===== config.mk =====
export PLATFORM = sky130hd
export DESIGN_NAME = instr_reg_assembler
export DESIGN_NICKNAME = d
export VERILOG_FILES = /design/src/rtl/instr_reg_assembler.sv
export SDC_FILE = /design/constraint.sdc
export NUM_CORES = 1
export LEC_CHECK = 0
export CORE_MARGIN = 2
export CORE_UTILIZATION = 55
export CTS_CLUSTER_DIAMETER = 30
export CTS_CLUSTER_SIZE = 16
export DETAILED_ROUTE_END_ITERATION = 7
export DONT_BUFFER_PORTS = 1
export GPL_TIMING_DRIVEN = 0
export PLACE_DENSITY_LB_ADDON = 0.08
export SLEW_MARGIN = 20
export SYNTH_ARGS = -nofsm -noshare
export SYNTH_HDL_FRONTEND = slang
export SYNTH_SLANG_ARGS = --single-unit

===== constraint.sdc =====
create_clock -name clk1 -period 1.7 [get_ports clk1]
set_input_delay 0.34 -clock clk1 [delete_from_list [all_inputs] [get_ports clk1]]
set_output_delay 0.34 -clock clk1 [all_outputs]
set_load 0.005 [all_outputs]

===== src/rtl/instr_reg_assembler.sv =====
// Fetch-path instruction register: collects BEATS bus beats into one instruction word,
// then exposes it split into opcode and operand-address fields.
module instr_reg_assembler #(
  parameter int unsigned DATA_W    = 8,
  parameter int unsigned BEATS     = 2,
  parameter int unsigned OPC_W     = 3,
  parameter bit          OPC_LSB   = 1'b1,
  parameter bit          MSB_FIRST = 1'b1,
  localparam int unsigned INSTR_W  = DATA_W * BEATS,
  localparam int unsigned ADDR_W   = INSTR_W - OPC_W
) (
  input  logic               clk1,
  input  logic               rst,
  input  logic [DATA_W-1:0]  r_data,
  input  logic               r_ena,
  input  logic               flush,
  output logic [INSTR_W-1:0] instr,
  output logic [OPC_W-1:0]   opcode1,
  output logic [ADDR_W-1:0]  ir_addr1,
  output logic               ir_valid,
  output logic               busy,
  output logic               frag_err
);

  localparam int unsigned CntW = (BEATS > 1) ? $clog2(BEATS) : 1;
  localparam logic [CntW-1:0] LastCnt = CntW'(BEATS - 1);

  if (BEATS < 1) begin : g_bad_beats
    $error("instr_reg_assembler: BEATS must be at least 1");
  end
  if (OPC_W < 1 || OPC_W > INSTR_W - 1) begin : g_bad_opc
    $error("instr_reg_assembler: OPC_W must lie in 1..INSTR_W-1");
  end

  logic [CntW-1:0]    cnt_q, cnt_d;
  logic [INSTR_W-1:0] buf_q, buf_d;
  logic [INSTR_W-1:0] instr_q, instr_d;
  logic               valid_q, valid_d;
  logic               frag_q, frag_d;

  // Bit position of the least significant bit of beat slot k.
  function automatic int unsigned slot_lsb(input logic [CntW-1:0] k);
    if (MSB_FIRST) begin
      return INSTR_W - (32'(k) + 32'd1) * DATA_W;
    end
    return 32'(k) * DATA_W;
  endfunction

  always_comb begin
    cnt_d   = cnt_q;
    buf_d   = buf_q;
    instr_d = instr_q;
    valid_d = 1'b0;
    frag_d  = 1'b0;
    if (flush) begin
      cnt_d = '0;
    end else if (r_ena) begin
      buf_d[slot_lsb(cnt_q) +: DATA_W] = r_data;
      if (cnt_q == LastCnt) begin
        // Last beat merges into the word in the same edge, so no bubble between instructions.
        instr_d = buf_d;
        cnt_d   = '0;
        valid_d = 1'b1;
      end else begin
        cnt_d = cnt_q + 1'b1;
      end
    end else if (cnt_q != '0) begin
      cnt_d  = '0;
      frag_d = 1'b1;
    end
  end

  always_ff @(posedge clk1 or negedge rst) begin
    if (!rst) begin
      cnt_q   <= '0;
      buf_q   <= '0;
      instr_q <= '0;
      valid_q <= 1'b0;
      frag_q  <= 1'b0;
    end else begin
      cnt_q   <= cnt_d;
      buf_q   <= buf_d;
      instr_q <= instr_d;
      valid_q <= valid_d;
      frag_q  <= frag_d;
    end
  end

  assign instr    = instr_q;
  assign ir_valid = valid_q;
  assign frag_err = frag_q;
  assign busy     = (cnt_q != '0);

  if (OPC_LSB) begin : g_opc_low
    assign opcode1  = instr_q[OPC_W-1:0];
    assign ir_addr1 = instr_q[INSTR_W-1:OPC_W];
  end else begin : g_opc_high
    assign opcode1  = instr_q[INSTR_W-1 -: OPC_W];
    assign ir_addr1 = instr_q[ADDR_W-1:0];
  end

endmodule


==> results of run 1 <==
[power breakdown]
group	leakage [uW]	switching (uW)	total, uW	internal (uW)
clock network	0.0000150	173	264	91.5
logic	0.000325	110	423	313
registers	0.000328	138	928	789
total	0.000669	421	1610	1190
[stage by stage]
stage / total power (uW) / hold slack [ps] / cells
floorplan: 1290 / 44.4 / 74
global placement: 1340 / 44.9 / 101
detailed placement: 1350 / 44.9 / 101
CTS: 1630 / 79.4 / 107
global route: 1710 / 60.9 / 107
finish: 1610 / 86.6 / 107
[registers in the layout (all words and copies together) (netlist names)]
name / flops
buf_q: 8
ir_valid: 1
frag_err: 1
instr: 16
busy: 1
[timing repair]
action	in CTS	in global routing
hold buffers	2	0
hold endpoints to repair	27	0
buffers inserted	0	0
[layer usage]
metal  part of all wire (%)  vias to the layer above  track usage, %
met3                    6.5                        2            3.87
li1                       -                      244               -
met5                      0                        -               0
met1                     43                      276            19.3
met4                   0.66                        0            6.76
met2                     50                       26            26.1
[layout by cell type (no fill, tap or decap), types with 2 or more instances in the layout]
cell,Yosys,layout
buf_4,17,17
buf_6,2,2
clkbuf_4,0,3
dfrtp_1,27,27
mux2_2,8,8
mux2_4,16,16
[final cells by class]
| cell class | instances | area, um^2 | share of cell area (%) |
|---|---|---|---|
| Sequential cell | 27 | 676 | 52.4 |
| Buffer | 19 | 150 | 11.6 |
| Tap cell | 27 | 33.8 | 2.62 |
| Multi-Input combinational cell | 27 | 370 | 28.7 |
| Clock buffer | 4 | 26.3 | 2.04 |
| Inverter | 1 | 3.75 | 0.291 |
| Timing Repair Buffer | 2 | 30.0 | 2.33 |
[logic make-up (layout without fill, tap and decap cells)]
group	Yosys count	count (layout)	share of synthesized area, %
flops	27	27	56.3
simple gates	3	3	3.34
buf+inv	20	26	12.8
mux	24	24	27.5
[worst max path at each step]
stage,slack [ps],to,from,depth (start not counted)
finish,380,buf_q[13]$_DFFE_PN0P_,busy$_DFF_PN0_,3
CTS,360,buf_q[13]$_DFFE_PN0P_,busy$_DFF_PN0_,3
global route,330,buf_q[11]$_DFFE_PN0P_,busy$_DFF_PN0_,3
floorplan,480,buf_q[10]$_DFFE_PN0P_,busy$_DFF_PN0_,3
detailed placement,390,buf_q[13]$_DFFE_PN0P_,busy$_DFF_PN0_,3
global placement,410,buf_q[9]$_DFFE_PN0P_,busy$_DFF_PN0_,3
==> results by group, run 1 <==
Logic synthesis
  – Synthesized area: 1200 um^2
  – Yosys top cell area share: 56.3%
  – Most frequent cells after synthesis: 27 x dfrtp_1, 17 x buf_4, 16 x mux2_4, 8 x mux2_2, 2 x buf_6
  – Synth area leaders: dfrtp_1 56%, mux2_4 20%, buf_4 11%
  – Distinct cells, synth: 9
  – Seq/Total Area, Yosys: 56.3%
  – Async set-or-reset flop fraction in the synthesized netlist: 100%
  – Yosys top cell by area: dfrtp_1
  – Avg Cell Area, Syn: 16.2 um^2
  – Syn_nets: 86
  – Post-synth EDFFs: 0
  – Most frequent cell after synthesis: dfrtp_1
  – Synthesized instance count: 74
  – Ys flop type: dfrtp_1
  – Yosys reg bits: 27
  – Synth warn: 0

Clocking
  – CTS max path bufs: 2
  – Clock Tree Root: clkbuf_4
  – Max H-tree Level: 1
  – CTS tree: built
  – Worst-path clk slew: 130 ps
  – CTS Sinks: 27
  – # resized after CTS: 0
  – TritonCTS buffer count: 3
  – Worst-skew pair later-pin latency: 310 ps

Critical path
  – Crit path max-delay family: flip-flops
  – Worst path buffer plus inverter count: 1
  – Worst Path Required: 1910 ps
  – Nature of the critical path startpoint: flip-flop
  – FF-to-FF path depth: 3
  – Reg-to-reg startpoint: busy$_DFF_PN0_
  – Crit path kind: reg -> reg
  – Worst R2R Setup Slack: 380 ps
  – Reg2reg end: buf_q[13]$_DFFE_PN0P_
  – CP Max Fanout: 9
  – Arr. time, crit path: 1530 ps
  – CP Capture Type: flip-flop
  – Critical Path, Cell by Cell: nor3b_2 > buf_4 > mux2_2
  – Worst path max stage delay: 470 ps
  – Worst path slowest cell: dfrtp_1

Layout
  – Layout Area Growth over Synthesis: 7.51%
  – NumNets Final: 93
  – Design Area, Final: 1290 um^2
  – Fraction of layout cells with a size suffix above 1: 61.3%
  – Finished Core Util: 64.4%
  – FILL cells: 171
  – Antenna cell count: 0

Route
  – TritonRoute pass-1 iters: 2
  – Total routed wirelength: 1.81 mm
  – Routed via count: 548
  – Via/cell ratio: 5.12
  – DRC: 0
  – Final antenna-violating net count: 0
  – Avg WL per Cell: 16.9 um
  – DR iter-0 viols: 6

Global route
  – Global-route wire length before repair: 2.89 mm
  – Overflow after GRT: 0
  – Vias in the first global route: 591
  – Initial antenna violation count: 0
  – Gr usage total: 15.7%
  – Largest net degree at the start of global routing: 28

Floorplan
  – Die area: 2570 um^2
  – FP Rows: 16
  – CORE AREA: 2000 um^2
  – Initial Util: 59.9%
  – Die width: 50.7 um
  – Die Y: 50.7 um
  – IO Count: 47

Place
  – DP Area: 1230 um^2
  – Post-place setup slack: 395 ps
  – PortBufs: 0
  – Last weighted congestion value of the routability-driven placer: 0.581
  – Post-detail-place hpwl: 1.27 mm

Timing
  – Max-slew violations: 0
  – Final min period: 1320 ps
  – Setup TNS: 0 ps
  – Fin crit share: 77.6%
  – RSZ-0062 raised after global routing: false
  – Endpoints failing setup: 0
  – Slew @ Worst Pin: 212 ps
  – Setup slack after layout: 381 ps
  – Worst slew margin: 85.9%
  – Hold Fails Final Rpt: 0
  – Maximum clock rate: 0.758 GHz
  – Clock Skew: 2.12 ps

Min path
  – Hold Path Stages: 1
  – Hold Path Sink: frag_err$_DFF_PN0_
  – Worst Hold Class: in -> reg
  – Hold path start: flush

Run status
  – Outcome: complete, no violations

Power and ir drop
  – Worst VDD drop: 0.000694 V
  – Leak pwr: 0.000669 uW
  – Pwr dens: 1250 nW/um^2

Flow run
  – Max-cap violations: 0
Power figures use the tool's default switching activity.
==> run 2, diff against run 1 <==
Settings changed: CORE_UTILIZATION 55 to 53.
Clock period 1.7 ns to 1.2 ns, I/O delays scaled along.
==> results by group, run 2 (synthesis gave the netlist of run 1 again) <==
Place
  – PortBufs: 0
  – Last weighted congestion value of the routability-driven placer: 0.638
  – DP Area: 1230 um^2
  – Post-detail-place hpwl: 1.15 mm

Route
  – TritonRoute pass-1 iters: 1
  – Routed via count: 551
  – DR iter-0 viols: 0
  – Avg WL per Cell: 15.6 um
  – Final antenna-violating net count: 0
  – Total routed wirelength: 1.71 mm
  – DRC: 0
  – Via/cell ratio: 5.01

Global route
  – Gr busiest metal: met2
  – Vias in the first global route: 530
  – Gr usage total: 13.5%
  – Met2 Usage GRT: 20.9%
  – GR Util met3: 4.60%
  – Overflow after GRT: 0
  – Largest net degree at the start of global routing: 28
  – Initial antenna violation count: 0
  – GR Util met1: 17.0%
  – Global-route wire length before repair: 2.59 mm

Power and ir drop
  – Internal power: 1700 uW
  – Sequential power share: 57.1%
  – Leak pwr: 0.000685 uW
  – Worst VDD drop: 0.00102 V
  – Clock Power Share: 16.4%
  – Switching power: 589 uW
  – Logic pwr share: 26.5%
  – Switching Fraction: 25.7%
  – Pwr dens: 1730 nW/um^2
  – Power, Total: 2290 uW

Floorplan
  – FP Rows: 17
  – Die Y: 51.6 um
  – Initial Util: 55.3%
  – Die width: 51.6 um
  – CORE AREA: 2170 um^2
  – Die area: 2660 um^2
  – IO Count: 47

Critical path
  – Reg-to-reg startpoint: busy$_DFF_PN0_
  – Arr. time, crit path: 1490 ps
  – CP Max Fanout: 9
  – Worst R2R Setup Slack: -80 ps
  – Crit path kind: reg -> reg
  – Nature of the critical path startpoint: flip-flop
  – Worst Path Required: 1410 ps
  – FF-to-FF path depth: 3
  – CP Capture Type: flip-flop
  – Reg2reg end: buf_q[10]$_DFFE_PN0P_

Clocking
  – Setup bufs post-CTS: 0
  – TritonCTS buffer count: 3
  – CTS Sinks: 27
  – CTS max path bufs: 2
  – CTS tree: built
  – Worst-skew pair later-pin latency: 310 ps
  – Worst-path clk slew: 140 ps
  – Clock Tree Root: clkbuf_4
  – Max H-tree Level: 1

Timing
  – Slew @ Worst Pin: 169 ps
  – Final min period: 1280 ps
  – Worst slew margin: 88.7%
  – Hold Fails Final Rpt: 0
  – Fin crit share: 106%
  – Setup slack after layout: -76.5 ps
  – Max-slew violations: 0
  – Maximum clock rate: 0.783 GHz
  – Clock Skew: 1.61 ps
  – RSZ-0062 raised after global routing: true
  – Endpoints failing setup: 8

Layout
  – Commonest non-fill, non-tap cell in the layout: dfrtp_1
  – Multi-input logic area: 378 um^2
  – Layout Area Growth over Synthesis: 10.6%
  – Most frequent cells in the layout: 26 x dfrtp_1, 18 x mux2_4, 16 x buf_4
  – Finished Core Util: 61.2%
  – FF/Latch Area: 677 um^2
  – FILL cells: 167
  – Fraction of layout cells with a size suffix above 1: 61.0%
  – Design Area, Final: 1330 um^2
  – Antenna cell count: 0
  – Max reg flops: 16
  – NumNets Final: 95

Flow run
  – Max-cap violations: 0

Run status
  – Violated checks: setup timing
  – Outcome: complete, but fails checks

Min path
  – Hold Path Sink: instr[5]$_DFFE_PN0P_
  – Hold path start: r_data[5]
  – Hold Path Stages: 1
  – Worst Hold Class: in -> reg
-- run 2: cell types whose count changed in the layout (fill, tap and decap cells not counted), sizes merged --
cell	previous run	this run
dlygate4sd3	1	3
-- run 2: stage by stage --
stage,std cells,hold WS [ps],TNS (ps),worst slack (ps)
2_1_floorplan,74,-55.6,0,3.69
3_3_place_gp,102,-55.0,-572,-73.5
3_5_place_dp,102,-55.0,-800,-101
4_1_cts,110,51.4,-675,-89.7
5_1_grt,110,45.3,-921,-127
6_report,110,63.6,-546,-76.5
-- run 2: final cells by class --
type / instances / area share [%]
repair buffers: 4 / 3.77
multi-input cells: 27 / 28.5
plain buffers: 19 / 11.9
flip-flops and latches: 27 / 51.0
clock buffers: 4 / 1.98
inverters: 1 / 0.283
well taps: 28 / 2.64
-- run 2: power by group through the flow --
stage / Combinational [uW] / Clock (uW) / Sequential, uW
finish: 607 / 377 / 1310
CTS: 612 / 397 / 1320
global route: 648 / 422 / 1350
floorplan: 540 / 0 / 1280
global placement: 565 / 0 / 1330
detailed placement: 573 / 0 / 1340
-- run 2: what timing repair did --
action | 4_1_cts | 5_1_grt
hold buffers | 4 | 0
endpoints found under the hold margin | 28 | 0
endpoints found under the setup margin | 8 | 9
gates resized for setup | 3 | 2
-- run 2: layer usage --
layer	vias up	wire length [um]
li1	249	-
met1	276	760
met4	0	16
met2	24	807
met3	2	129
met5	-	0
-- run 2: worst max path at each step --
stage | start | to | cells after the start
after floorplan | busy$_DFF_PN0_ | buf_q[10]$_DFFE_PN0P_ | 3
after global placement | busy$_DFF_PN0_ | buf_q[14]$_DFFE_PN0P_ | 3
after detailed placement | busy$_DFF_PN0_ | buf_q[10]$_DFFE_PN0P_ | 3
after CTS | busy$_DFF_PN0_ | buf_q[10]$_DFFE_PN0P_ | 3
after global routing | busy$_DFF_PN0_ | buf_q[10]$_DFFE_PN0P_ | 3
final | busy$_DFF_PN0_ | buf_q[10]$_DFFE_PN0P_ | 3
-- run 2: critical path, cell delays in order (launching register included) --
cell	delay (ps)
dfrtp_2	470
nor3b_2	190
buf_6	180
mux2_2	340
